## src/rtl/dlf_pkg.sv

```systemverilog
// Shared DLFloat16 definitions: field widths, exponent bias, packed result type.
package dlf_pkg;

    localparam int DLF_EXP_BIAS = 31;
    localparam int DLF_EXP_W    = 6;
    localparam int DLF_MAN_W    = 9;

    typedef struct packed {
        logic                 sign;
        logic [DLF_EXP_W-1:0] exp;
        logic [DLF_MAN_W-1:0] man;
    } dlf16_t;

    function automatic dlf16_t dlf_zero();
        dlf16_t z;
        z = '0;
        return z;
    endfunction

endpackage

```

## src/rtl/dlf_i2f_core.sv

```systemverilog
// Combinational int32 -> DLFloat16 conversion (truncating, no rounding).
module dlf_i2f_core
    import dlf_pkg::*;
(
    input  logic [31:0] op,
    output dlf16_t      res
);

    logic [31:0]          mag;
    logic [4:0]           lead;
    logic                 norm_unused_hi;
    logic [DLF_MAN_W-1:0] man_bits;
    logic [21:0]          norm_unused_lo;

    always_comb begin
        // -2^31 negates to itself, which is the correct unsigned magnitude
        mag  = op[31] ? (~op + 32'd1) : op;
        lead = '0;
        for (int i = 0; i < 32; i++) begin
            if (mag[i]) begin
                lead = 5'(i);
            end
        end
        {norm_unused_hi, man_bits, norm_unused_lo} = mag << (5'd31 - lead);
        res = dlf_zero();
        if (op != 32'd0) begin
            res.sign = op[31];
            res.exp  = {1'b0, lead} + DLF_EXP_W'(DLF_EXP_BIAS);
            res.man  = man_bits;
        end
    end

endmodule

```

## src/rtl/dlf_i2f_sched.sv

```systemverilog
// Round-robin scheduler sharing one int32->DLFloat16 core behind a credit-protected FWFT result FIFO.
// Optional statistics outputs (stat_conv, stat_stall) are enabled by defining DLF_I2F_SCHED_STATS_EN.
module dlf_i2f_sched
    import dlf_pkg::*;
#(
    parameter  int NUM_REQ    = 4,
    parameter  int FIFO_DEPTH = 4,
    localparam int ID_W       = $clog2(NUM_REQ)
) (
    input  logic                   clk,
    input  logic                   rst_n,
    input  logic [NUM_REQ-1:0]     req_valid,
    input  logic [32*NUM_REQ-1:0]  req_int,
    output logic [NUM_REQ-1:0]     req_ready,
    output logic                   rsp_valid,
    input  logic                   rsp_ready,
    output logic [15:0]            rsp_data,
    output logic [ID_W-1:0]        rsp_id,
    output logic                   busy
`ifdef DLF_I2F_SCHED_STATS_EN
    ,
    output logic [15:0]            stat_conv,
    output logic [15:0]            stat_stall
`endif
);

    localparam int PTR_W = $clog2(FIFO_DEPTH);
    localparam int CNT_W = PTR_W + 1;

    logic [31:0]     op_arr [NUM_REQ];
    logic            grant_found;
    logic [ID_W-1:0] grant_idx;
    logic [CNT_W:0]  occupancy;
    logic            credit_ok;
    logic            accept;
    logic            fifo_pop;

    logic [ID_W-1:0] rr_ptr_reg;
    logic            s1_valid_reg;
    logic [31:0]     s1_op_reg;
    logic [ID_W-1:0] s1_id_reg;
    dlf16_t          s1_res;

    dlf16_t          data_mem [FIFO_DEPTH];
    logic [ID_W-1:0] id_mem   [FIFO_DEPTH];
    logic [PTR_W-1:0] wr_ptr_reg;
    logic [PTR_W-1:0] rd_ptr_reg;
    logic [CNT_W-1:0] fifo_count_reg;

    genvar gi;
    generate
        for (gi = 0; gi < NUM_REQ; gi++) begin : g_req
            assign op_arr[gi]    = req_int[32*gi +: 32];
            assign req_ready[gi] = grant_found && (grant_idx == ID_W'(gi)) && credit_ok;
        end
    endgenerate

    // Cyclic search starting just after the last accepted requester
    always_comb begin
        grant_found = 1'b0;
        grant_idx   = '0;
        for (int i = 1; i <= NUM_REQ; i++) begin
            if (!grant_found && req_valid[ID_W'((int'(rr_ptr_reg) + i) % NUM_REQ)]) begin
                grant_found = 1'b1;
                grant_idx   = ID_W'((int'(rr_ptr_reg) + i) % NUM_REQ);
            end
        end
    end

    // The in-flight stage-1 item already owns a FIFO slot; a same-cycle pop is not counted
    assign occupancy = {1'b0, fifo_count_reg} + {{CNT_W{1'b0}}, s1_valid_reg};
    assign credit_ok = occupancy < (CNT_W+1)'(FIFO_DEPTH);
    assign accept    = grant_found && credit_ok;

    always_ff @(posedge clk or negedge rst_n) begin
        if (!rst_n) begin
            rr_ptr_reg   <= ID_W'(NUM_REQ - 1);
            s1_valid_reg <= 1'b0;
            s1_op_reg    <= '0;
            s1_id_reg    <= '0;
        end else begin
            s1_valid_reg <= accept;
            if (accept) begin
                rr_ptr_reg <= grant_idx;
                s1_op_reg  <= op_arr[grant_idx];
                s1_id_reg  <= grant_idx;
            end
        end
    end

    dlf_i2f_core u_core (
        .op  (s1_op_reg),
        .res (s1_res)
    );

    always_ff @(posedge clk) begin
        if (s1_valid_reg) begin
            data_mem[wr_ptr_reg] <= s1_res;
            id_mem[wr_ptr_reg]   <= s1_id_reg;
        end
    end

    assign rsp_valid = (fifo_count_reg != '0);
    assign fifo_pop  = rsp_valid && rsp_ready;

    always_ff @(posedge clk or negedge rst_n) begin
        if (!rst_n) begin
            wr_ptr_reg     <= '0;
            rd_ptr_reg     <= '0;
            fifo_count_reg <= '0;
        end else begin
            if (s1_valid_reg) begin
                wr_ptr_reg <= wr_ptr_reg + 1'b1;
            end
            if (fifo_pop) begin
                rd_ptr_reg <= rd_ptr_reg + 1'b1;
            end
            case ({s1_valid_reg, fifo_pop})
                2'b10:   fifo_count_reg <= fifo_count_reg + 1'b1;
                2'b01:   fifo_count_reg <= fifo_count_reg - 1'b1;
                default: fifo_count_reg <= fifo_count_reg;
            endcase
        end
    end

    // Outputs read as zero while empty so stale memory never reaches the port
    assign rsp_data = rsp_valid ? data_mem[rd_ptr_reg] : dlf_zero();
    assign rsp_id   = rsp_valid ? id_mem[rd_ptr_reg]   : '0;
    assign busy     = s1_valid_reg || rsp_valid;

    fifo_no_overflow: assert property (@(posedge clk) disable iff (!rst_n)
        !(s1_valid_reg && !fifo_pop && (fifo_count_reg == CNT_W'(FIFO_DEPTH))));

`ifdef DLF_I2F_SCHED_STATS_EN
    logic [15:0] stat_conv_reg;
    logic [15:0] stat_stall_reg;

    always_ff @(posedge clk or negedge rst_n) begin
        if (!rst_n) begin
            stat_conv_reg  <= '0;
            stat_stall_reg <= '0;
        end else begin
            if (accept) begin
                stat_conv_reg <= stat_conv_reg + 16'd1;
            end
            if ((|req_valid) && !accept && (stat_stall_reg != 16'hFFFF)) begin
                stat_stall_reg <= stat_stall_reg + 16'd1;
            end
        end
    end

    assign stat_conv  = stat_conv_reg;
    assign stat_stall = stat_stall_reg;
`endif

endmodule

```

## config.mk

```make
export PLATFORM = sky130hd
export DESIGN_NAME = dlf_i2f_sched
export DESIGN_NICKNAME = d
export VERILOG_FILES = /design/src/rtl/dlf_pkg.sv /design/src/rtl/dlf_i2f_core.sv /design/src/rtl/dlf_i2f_sched.sv
export SDC_FILE = /design/constraint.sdc
export NUM_CORES = 1
export LEC_CHECK = 0
export CAP_MARGIN = 20
export CORE_ASPECT_RATIO = 0.7
export CORE_UTILIZATION = 50
export CTS_BUF_LIST = sky130_fd_sc_hd__clkbuf_4
export DETAILED_ROUTE_END_ITERATION = 6
export PLACE_DENSITY_LB_ADDON = 0.3
export SYNTH_ARGS = -nofsm -noshare
export SYNTH_HDL_FRONTEND = slang
export SYNTH_SLANG_ARGS = --single-unit
```

## constraint.sdc

```tcl
create_clock -name clk -period 5.1 [get_ports clk]
set_clock_uncertainty 0.05 [all_clocks]
set_input_delay 1.53 -clock clk [delete_from_list [all_inputs] [get_ports clk]]
set_output_delay 1.53 -clock clk [all_outputs]
set_load 0.05 [all_outputs]
```

After elaboration in Yosys (flattened, before gate mapping) --
Memories as Yosys holds them, arrays and structs flattened. Index checks and enable logic that the tools add are counted. W data, S select, Z words.
Word-level totals: word-level logic and storage cells 117, bits of input ports 135, bits in registers 44, RAM bits 72, memories 2, output and inout bits 24
Memories:
- data_mem | depth 4, width 16, read ports 1, clocked after memory_dff 0, write ports 1, RTL line dlf_i2f_sched.sv:44 | dlf16_t data_mem [FIFO_DEPTH];
- id_mem | depth 4, width 2, read ports 1, clocked after memory_dff 0, write ports 1, RTL line dlf_i2f_sched.sv:45 | logic [ID_W-1:0] id_mem [FIFO_DEPTH];
Operators by class: magnitude comparators 6, bitwise operators 2, add/sub/neg operators 12, reduce and logical (&&, ||, !) cells 21, shift-type cells 1, equality and inequality tests 5, mux-type cells 61
Operators by type and width (number):
- $mux W32 | 3
- $mux W5 | 16
- $bmux W32 S2 | 1
- $add A32 B1 Y32 const B | 1
- $mux W16 | 2
- $mux W4 | 8
- $not A32 Y32 | 1
- $reduce_bool A32 Y1 | 1
- $shl A32 B5 Y31 | 1
- $lt A2 B4 Y1 const B | 4
- $mux W1 | 15
- $mux W2 | 7
- $logic_and A1 B1 Y1 | 13
- $mux W3 | 4
- $add A2 B1 Y2 const B | 4
- $bmux W1 S2 | 4
- $add A5 B5 Y6 const B | 1
- $eq A2 B2 Y1 const B | 3
- $pmux W3 S2 | 1
- $sub A5 B5 Y5 const A | 1
- $add A2 B2 Y2 const B | 2
- $add A3 B1 Y4 | 1
- $eq A2 B1 Y1 const B | 2
- $lt A4 B3 Y1 const B | 1
- other kinds (9) | 11

Depth between registers and ports, before layout --
Gate-level depths: netlist (run 1).
depth after elaboration 37, gate-level depth with buffers 19, depth with buffers taken out 15

Modules after synthesis --
Synthesis (run 1) repeated with hierarchy kept, for this count alone.
Unflattened totals: cell total of the unflattened synthesis 948, area, all modules 9330.2 um^2
Modules (own cells, without submodules):
- dlf_i2f_sched | area each 5667.9 um^2, seq. area each 3265.6 um^2, cells an instance 416, instances 1
- dlf_i2f_core | area each 3662.3 um^2, seq. area each 0.0 um^2, cells an instance 532, instances 1

Least setup slack after synthesis (run 1) --
No wires, ideal clock.
path type input-to-output, start input req_valid[2], end output req_ready[0], stages 7, arrival time 3538 ps, data required time 3520 ps, slack -18 ps, cell sequence inv_1 o21ai_0 a21o_1 o221ai_1 clkbuf_1 buf_1 nor3_1
On the way: word-level cells in the longest chain between the ends 16, elaborated cells on any way between the ends 29, classes of those cells mux: 20; reduce/logical: 9
RTL lines:
- from (decl) | RTL line dlf_i2f_sched.sv:12 | input logic [NUM_REQ-1:0] req_valid,
- $bmux W1 S2 | RTL line dlf_i2f_sched.sv:63 | if (!grant_found && req_valid[ID_W'((int'(rr_ptr_reg) + i) % NUM_REQ)]) begin
- $mux W1 (implied by the code) (2 in series) | RTL line dlf_i2f_sched.sv:63
- $mux W1 | RTL line dlf_i2f_sched.sv:63
- $logic_not A1 Y1 | RTL line dlf_i2f_sched.sv:63
- $logic_and A1 B1 Y1 | RTL line dlf_i2f_sched.sv:63
- $mux W1 | RTL line dlf_i2f_sched.sv:63
- $logic_not A1 Y1 | RTL line dlf_i2f_sched.sv:63
- $logic_and A1 B1 Y1 | RTL line dlf_i2f_sched.sv:63
- $mux W1 | RTL line dlf_i2f_sched.sv:63
- $logic_not A1 Y1 | RTL line dlf_i2f_sched.sv:63
- $logic_and A1 B1 Y1 | RTL line dlf_i2f_sched.sv:63
- $mux W2 | RTL line dlf_i2f_sched.sv:63
- $logic_not A2 Y1 | RTL line dlf_i2f_sched.sv:54 | assign req_ready[gi] = grant_found && (grant_idx == ID_W'(gi)) && credit_ok;
- $logic_and A1 B1 Y1 * (2 in series) | RTL line dlf_i2f_sched.sv:54
- to (decl) | RTL line dlf_i2f_sched.sv:14 | output logic [NUM_REQ-1:0] req_ready,
Mark *: on every way between the ends. The rest lies on a longest branch, timed or not. The select of a mux whose other input is x is not followed.

==> summary.md, run 1 <==
| Metric | Value |
|---|---|
| GRT Util Overall | 0.312 |
| Synth Net Count | 1,213 |
| Maxcap violations | 0 |
| Die Y | 114 um |
| Yosys Warn Count | 0 |
| Root buffer cell | clkbuf_4 |
| Hold Crit Class | reg -> reg |
| FP Rows | 40 |
| Fin nets | between 1,000 and 1,500 |
| Htree depth | 4 |
| Status | finished, violations left |
| HP Start | fifo_count_reg[0] |
| Crit path DAT | 5.23 ns |
| Area grow syn2layout | 25.3% |
| First-pass iteration count of the detailed router | 7 |
| Vias/cell | around 6.2 |
| Cts hold-fix bufs | 0 |
| DRT iter0 DRCs | 1,117 |
| Clk slew on worst S/H paths | 0.12 ns |
| EDFF count, synth | 72 |
| Die width | 162 um |
| Core Util, Final | 0.647 |
| Cell Area, Synth | 0.00897 mm^2 |
| Worst Tran Pin Value | between 1 and 1.5 ns |
| Seq cells post-synth | about 120 |
| First-pass GRT wire length | 45,000 um |
| Violated checks | DRC |
| Final setup viols | 0 |
| Initial Util | 0.516 |
| Antenna Nets Post-Route | 0 |
| Fin. max-slew vios | 0 |
| WP data required | ~5.3 ns |
| Layout cell share with drive strength beyond 1 | 0.124 |
| Library cells used by synthesis | 90 |
| Crit Reg-Reg Startpoint | s1_op_reg[1] |
| Post-Synthesis Cells | 1,070 |
| CTS tree | yes |
| CP Max Fanout | 9 |
| Final period utilization | 0.978 |
| DP Wirelength | 21,100 um |
| CP Launch Type | register |
| Buffers on Ports | 158 |
| Number of antenna violations at the first check in global routing | 1 |
| RSZ-0062 raised after global routing | false |
| Largest net degree at the start of global routing | a little under 60 |
| Fill count | between 1,000 and 1,500 |
| Placeable Area | 0.0174 mm^2 |
| Longest Clk Path Bufs | 2 |
| Slew headroom | 0.328 |
| Clock sink total | between 100 and 150 |
| Drt drc | 3 |
| Die ar. | 0.0185 mm^2 |
| Num ports | 159 |
| Max Freq | 0.200 GHz |
| Ys async rst share | 0.379 |
| Crit end category | register |
| Vias | 9,110 |
| Drt total wl | 28,100 um |
| Max reg flops | 64 |
| Number of CTS-inserted buffers | 17 |
| Crit path kind | reg -> reg |
| Seq/Total Area, Yosys | 0.364 |
| Min Tclk post-route | about 5 ns |
| Avg Cell Area, Syn | 8.38 um^2 |
| Most common flop cell mapped by yosys | edfxtp_1 |
| Vias in the first global route | 8,559 |
| Routability congestion estimate | between 0.9 and 1 |
| Later-pin clock latency in the skew report | approximately 0.58 ns |
| Setup crit start | s1_op_reg[1] |
| Routed wire length per instance | 19.2 um |
| Final hold vios | 0 |
| GRT overflow | 0 |
[worst paths after layout]
| check | cells after the start | to | slack (ns) |
|---|---|---|---|
| setup reg to reg | 14 | data_mem[3][5] | 0.11 |
| setup / recovery | 14 | data_mem[3][5] | 0.11 |
| hold reg to reg | 1 | fifo_count_reg[0] | 0.46 |
| hold / removal | 1 | fifo_count_reg[0] | 0.46 |
| min in group asynchronous | 1 | s1_op_reg[19] | 0.90 |
| max in group asynchronous | 2 | rr_ptr_reg[0] | 3.47 |
[layout make-up]
class | count | area (um^2) | area share
well taps | 231 | 289 | 0.0257
diodes | 1 | 2.50 | 0.000223
flip-flops and latches | 116 | 3270 | 0.291
clock inverters | 15 | 119 | 0.0106
multi-input cells | 849 | 5330 | 0.474
repair buffers | 212 | 2040 | 0.182
inverters | 18 | 67.6 | 0.00601
clock buffers | 17 | 128 | 0.0114
[timing repair]
item / CTS / global route
endpoints found under the setup margin: 0 / 16
buffers inserted: 0 / 1
gates resized for setup: 0 / 3
[cells by family after synthesis]
family                   after synthesis  synth area share
XOR/XNOR                              45            0.0439
AND/OR/NAND/NOR                      479             0.261
multiplexers                          31            0.0603
adder cells (fa/ha/maj)                8            0.0120
AO/OA/AOI/OAI                        286             0.212
buffers and inverters                105            0.0469
flip-flops                           116             0.364
[critical path, cell delays in order (launching register included)]
cell	delay, ns
dfrtp_1	0.50
inv_1	0.11
ha_1	0.26
or4b_4	0.56
or4_4	0.47
or3_4	0.38
nor4_2	0.33
a211oi_1	0.13
or3b_4	0.48
or2_1	0.40
buf_4	0.22
nor2_1	0.17
a21oi_1	0.09
a22oi_1	0.33
nand4_1	0.23
[synthesized netlist by cell type (all sizes together) (11+ instances only)]
| cell | instances | area (um^2) |
|---|---|---|
| nor4 | 11 | 96.3 |
| edfxtp | 72 | 2160 |
| buf | 20 | 101 |
| o21ai | 111 | 556 |
| inv | 18 | 67.6 |
| a211oi | 12 | 90.1 |
| nand3 | 58 | 290 |
| nor3 | 31 | 171 |
| and2 | 26 | 163 |
| nand4 | 14 | 93.8 |
| a31oi | 14 | 87.6 |
| nor2 | 145 | 552 |
| clkbuf | 67 | 251 |
| nand2 | 133 | 499 |
| xor2 | 22 | 193 |
| xnor2 | 23 | 201 |
| o211ai | 24 | 180 |
| a21oi | 35 | 183 |
| mux4 | 18 | 405 |
| or3 | 13 | 91.3 |
| dfrtp | 42 | 1050 |
[placed cells by master (no fill, tap or decap), drive strengths merged, types with 10 or more instances in the layout]
cell type | Yosys | final
a211oi | 12 | 12
a21oi | 35 | 35
a31oi | 14 | 14
and2 | 26 | 26
buf | 20 | 59
clkbuf | 67 | 17
clkdlybuf4s50 | 0 | 153
dfrtp | 42 | 42
edfxtp | 72 | 72
inv | 18 | 25
mux4 | 18 | 18
nand2 | 133 | 133
nand3 | 58 | 58
nand4 | 14 | 14
nor2 | 145 | 145
nor3 | 31 | 31
nor4 | 11 | 11
o211ai | 24 | 24
o21ai | 111 | 111
o31ai | 10 | 10
or3 | 13 | 13
xnor2 | 23 | 23
xor2 | 22 | 22
[through the flow]
stage	hold WS (ns)	instances	instance area, um^2	setup WS (ns)	setup TNS, ns
2_1_floorplan	0.398	1070	8970	-0.0180	-0.0361
3_3_place_gp	0.436	1424	10900	0.283	0
3_5_place_dp	0.446	1424	10900	0.193	0
4_1_cts	0.463	1456	11200	0.145	0
5_1_grt	0.493	1459	11200	0.00368	0
6_report	0.460	1459	11200	0.110	0
[metal layers]
metal  track usage  wire [um]
met5             0          0
met4        0.0925        491
met3         0.105       3390
met2         0.446      11600
met1         0.446      12600
Power of run 1 is not shown: default switching activity piles up to over one toggle a cycle in this logic, so the estimate is an artifact.
==> inputs of run 2 (changes only) <==
- ABC_CLOCK_PERIOD_IN_PS: not set -> 5100
==> results of run 2 <==
Final layout, timing and power as in run 1 (identical DEF).
Power of run 2 is left out for the same reason.
==> inputs of run 3 (changes only) <==
- ABC_AREA: not set -> 1
- SLEW_MARGIN: not set -> 20
- SYNTH_HIERARCHICAL: not set -> 1
==> summary.md, run 3 <==
| Metric | Value |
|---|---|
| Most common flop cell mapped by yosys | edfxtp_1 |
| Max stage delay on crit path | 0.44 ns (-0.12 ns) |
| Longest Clk Path Bufs | 2 (unchanged) |
| CP delay by family, top | simple AND/OR/NAND/NOR gates |
| Worst path cell trace | clkdlybuf4s50_1 > nand2_1 > nand2_1 > nand2_2 > nand2_2 > nor2_4 > nand3_2 > nand3_4 > inv_2 > nor2_1 > buf_12 |
| Status | finished, final reports clean |
| Seq/Total Area, Yosys | 0.359 (-0.00545) |
| Commonest cells after routing, fill and taps aside | nand2_1, nand3_1, inv_1 |
| Hold Crit Class | reg -> reg |
| Most common cell after layout, fill and taps aside | nand2_1 |
| Die Y | 115 um (+0.74%) |
| Drt drc | 0 (-3) |
| Min Tclk post-route | 4.95 ns (-0.0362 ns) |
| Cts hold-fix bufs | 0 (unchanged) |
| DP Wirelength | 18,700 um (-11%) |
| Synth Net Count | 1,480 (+22%) |
| Antenna Nets Post-Route | 0 (unchanged) |
| GRT overflow | 0 (unchanged) |
| Maxcap violations | 0 (unchanged) |
| Later-pin clock latency in the skew report | 0.55 ns (-0.03 ns) |
| WP data required | 3.52 ns (-1.82 ns) |
| Final setup viols | 0 (unchanged) |
| First-pass iteration count of the detailed router | 6 (-1) |
| Library cells used by synthesis | 53 (-41%) |
| Buffers on Ports | 158 (unchanged) |
| CP Launch Type | input pin |
| Fill count | 1,572 (+7.0%) |
| Clock sink total | 116 (unchanged) |
| Post-Synthesis Cells | 1,337 (+25%) |
| Num ports | 159 (unchanged) |
| Reg area | 0.00327 mm^2 (unchanged) |
| Dpl cell area | 0.0108 mm^2 (-1.4%) |
| GRT Util Overall | 0.281 (-0.0316) |
| Placed cell count | 1,683 (+18%) |
| Vias in the first global route | 8,522 (-0.43%) |
| Post-Route Setup TNS | 0 ns (unchanged) |
| Crit Reg-Reg Startpoint | s1_op_reg[0] |
| Setup crit start | req_valid[0] |
| First-pass GRT wire length | 41,600 um (-7.6%) |
| Synth cell count leaders | nand2_1, nand3_1, inv_1 |
| Top cells by area, synth | edfxtp_1, nand2_1, dfrtp_1 |
| Seq cells post-synth | 116 (unchanged) |
| FP Rows | 40 (unchanged) |
| Root buffer cell | clkbuf_4 |
| Slowest cell on crit path | clkdlybuf4s50_1 |
| Die ar. | 0.0188 mm^2 (+1.5%) |
| CP Max Fanout | 15 (+6) |
| Largest net degree at the start of global routing | 46 (-22%) |
| Yosys Warn Count | 6 (+6) |
| Routability congestion estimate | 0.934 (-6.6%) |
| Cell Area, Synth | 0.00910 mm^2 (+1.5%) |
| Vias | 9,039 (-0.78%) |
| Vias/cell | 5.27 (-16%) |
| Fin nets | 1,614 (+19%) |
| Placeable Area | 0.0175 mm^2 (+0.58%) |
| Crit path DAT | 3.37 ns (-1.86 ns) |
| Most frequent cell after synthesis | nand2_1 |
| Htree depth | 4 (unchanged) |
| CTS resizes | 0 (unchanged) |
| Max reg flops | 64 (unchanged) |
| Routed wire length per instance | 14.6 um (-24%) |
| Ys async rst share | 0.379 (unchanged) |
| Post-CTS Setup Inserts | 0 (unchanged) |
| Number of non-filler instances in the completed layout | 1,716 (+18%) |
| Slew headroom | 0.365 (+0.0370) |
| Die width | 163 um (+0.75%) |
| Post-layout instance area | 0.0111 mm^2 (-0.98%) |
| Max Freq | 0.202 GHz (+0.73%) |
| Worst Tran Pin Value | 0.952 ns (-0.0555 ns) |
| Final period utilization | 0.971 (-0.00710) |
| Area grow syn2layout | 22.2% |
| Area of the multi-input gates | 0.00480 mm^2 (-9.8%) |
| RSZ-0062 raised after global routing | false |
| Avg Cell Area, Syn | 6.81 um^2 (-19%) |
| Number of CTS-inserted buffers | 17 (unchanged) |
| Layout cell share with drive strength beyond 1 | 0.0923 (-0.0316) |
| Fin. max-slew vios | 0 (unchanged) |
| Crit end category | primary output |
| EDFF count, synth | 72 (unchanged) |
| Clk slew on worst S/H paths | 0.11 ns (about the same) |
| Number of antenna violations at the first check in global routing | 1 (unchanged) |
| Top-area cell type share of the netlist area | 0.237 (-0.00361) |
| Drt total wl | 25,100 um (-11%) |
| Top cell type by total area after synthesis | edfxtp_1 |
| Crit path kind | in -> out |
| HP Start | s1_op_reg[11] |
| CTS tree | yes |
| Initial Util | 0.521 (+0.00485) |
| DRT iter0 DRCs | 1,014 (-9.2%) |
| Worst Path Buf+Inv | 3 (+1) |
| Final hold vios | 0 (unchanged) |
[run 3: changes by cell type in the layout (fill, tap and decap cells not counted), sizes merged, moves of 20 or more]
cell / previous run / this run
o21ai: 111 / 71
or2: 7 / 27
buf: 59 / 27
nand3: 58 / 201
and2: 26 / 1
inv: 25 / 181
o211ai: 24 / 1
nand2: 133 / 407
[run 3: cell type report]
cell class / instances / share of cell area
diodes: 1 / 0.000225
clock buffers: 17 / 0.0115
clock inverters: 15 / 0.0168
inverters: 174 / 0.0591
multi-input cells: 982 / 0.432
flip-flops and latches: 116 / 0.293
well taps: 231 / 0.0260
repair buffers: 180 / 0.161
[run 3: cell families (layout without fill, tap and decap cells)]
logic type,Yosys count,in the layout,share of synthesized area
AOI/OAI and AO/OA,115,115,0.0660
other,0,1,0
adders and majority gates,8,8,0.0118
and+or+nand+nor,834,834,0.421
xor gates and xnor gates,25,25,0.0257
buffers and inverters,239,386,0.117
DFF,116,116,0.359
[run 3: per-stage QoR]
stage / worst slack, ns / utilization / hold WS [ns]
final: 0.146 / 0.637 / 0.503
after global routing: 0.0294 / 0.637 / 0.535
after CTS: 0.146 / 0.636 / 0.501
after detailed placement: 0.154 / 0.618 / 0.471
after global placement: 0.239 / 0.618 / 0.454
after floorplan: 0.324 / - / 0.419
[run 3: worst reg2reg max path, delay by kind of cell, from the launching register on]
kind | cells | cell delay, ns
XOR/XNOR | 1 | 0.22
adder cells (fa/ha/maj) | 1 | 0.24
buffers and inverters | 4 | 0.55
flip-flops | 1 | 0.44
AND/OR/NAND/NOR | 17 | 2.90
[run 3: per-layer routing]
layer / track usage / vias up / part of all wire
li1: - / 4552 / -
met5: 0 / - / 0
met4: 0.0623 / 0 / 0.0093
met2: 0.445 / 370 / 0.44
met3: 0.0559 / 24 / 0.077
met1: 0.397 / 4093 / 0.47
[run 3: path summary, 6_finish.rpt]
path                       slack [ns]             end  cells past startpoint
setup / recovery                 0.15    req_ready[2]                     11
hold / removal                   0.50   s1_op_reg[11]                      2
setup reg to reg                 0.47  data_mem[0][2]                     23
hold reg to reg                  0.50   s1_op_reg[11]                      2
max in group asynchronous        3.34    s1_op_reg[7]                      1
min in group asynchronous        1.05   s1_op_reg[28]                      1
Power of run 3 is left out for the same reason.
==> RTL change: new RTL, flow settings as in run 1 <==
Build with the macro `DLF_I2F_SCHED_STATS_EN` defined.
--- a/src/rtl/dlf_i2f_sched.sv
+++ b/src/rtl/dlf_i2f_sched.sv
@@ -1,5 +1,7 @@
 // Round-robin scheduler sharing one int32->DLFloat16 core behind a credit-protected FWFT result FIFO.
 // Optional statistics outputs (stat_conv, stat_stall) are enabled by defining DLF_I2F_SCHED_STATS_EN.
+`define DLF_I2F_SCHED_STATS_EN
+
 module dlf_i2f_sched
     import dlf_pkg::*;
 #(
Function (old outputs only; new: stat_conv and stat_stall): no difference found for any inputs over 4 cycles, from zero or initial values and one cycle with rst_n low; that may be too few to reach the edited logic, so the function may still have changed.
==> RTL change against run 1 <==
Cell count is 16% higher; core utilization down 1.0 points; worst setup slack improved by 0.10 ns; routed wire length up 19%; critical path type unchanged; synthesized area increased by 21%; sequential cell count rose by 32; final area grew 19%; highest routed layer unchanged.
Power is not shown: default switching activity piles up to over one toggle a cycle in this logic, so the estimate is an artifact.
==> RTL change: results (changes against run 1) <==
| Metric | Value |
|---|---|
| Place WS | 0.396 ns (+0.203 ns) |
| Per-cell routed wire length | 19.6 um (+2.1%) |
| DR vias/cell | 6.19 (-0.81%) |
| Die W | 178 um (+9.8%) |
| Critical R2R Launch | s1_op_reg[0]$_DFFE_PN0P_ |
| FF+latch count | 148 (+28%) |
| Register area | 4070 sq um (+25%) |
| R2R depth | 16 (+2) |
| Pin count of the biggest net entering global routing | 77 (+31%) |
| Most instantiated cells after synthesis | nand2_1, o21ai_0, nand3_1, dfrtp_1, edfxtp_1 |
| Fraction of area in multi-input gates | 0.467 (-0.00675) |
| TritonRoute pass-1 iters | 6 (-1) |
| First-pass GRT wire length | 54.1 mm (+20%) |
| Placed cells | 1665 (+17%) |
| Post-synthesis adder-cell area fraction | 0.0123 (+0.000252) |
| Syn avg cell area | 8.71 sq um (+3.9%) |
| Status | finished, final reports clean |
| Synth Area in XOR/XNOR | 0.0607 (+0.0167) |
| Hold path endpoint | rd_ptr_reg[0]$_DFFE_PN0P_ |
| Buffer share of cell area | 0.174 (-0.00771) |
| Dpl cell area | 13100 sq um (+19%) |
| Synth Area in Compound Gates | 0.176 (-0.0356) |
| Post-synth top flop | dfrtp_1 |
| Share of cells above drive strength 1 | 0.120 (-0.00354) |
| Final GP Congestion | 1.06 (+6.5%) |
| Register area share after synthesis | 0.376 (+0.0115) |
| Post-DP HPWL | 24.9 mm (+18%) |
-- RTL change: changes by cell type in the layout (fill, tap and decap cells not counted), sizes merged, moves of 6 or more --
| cell | run 1 | this run |
|---|---|---|
| nand2 | 133 | 254 |
| xnor2 | 23 | 47 |
| a21oi | 35 | 27 |
| nand3 | 58 | 82 |
| nand4 | 14 | 21 |
| nor4 | 11 | 20 |
| a41oi | 2 | 8 |
| xor2 | 22 | 28 |
| clkdlybuf4s50 | 153 | 185 |
| mux2i | 9 | 25 |
| nor2 | 145 | 68 |
| nand2b | 2 | 10 |
| dfrtp | 42 | 74 |
-- RTL change: routing by layer --
metal / track usage / part of all wire / vias to the layer above
met3: 0.0782 / 0.10 / 80
met5: 0 / 0 / -
met1: 0.458 / 0.45 / 4985
met4: 0.0895 / 0.022 / 0
met2: 0.448 / 0.43 / 585
li1: - / - / 4866
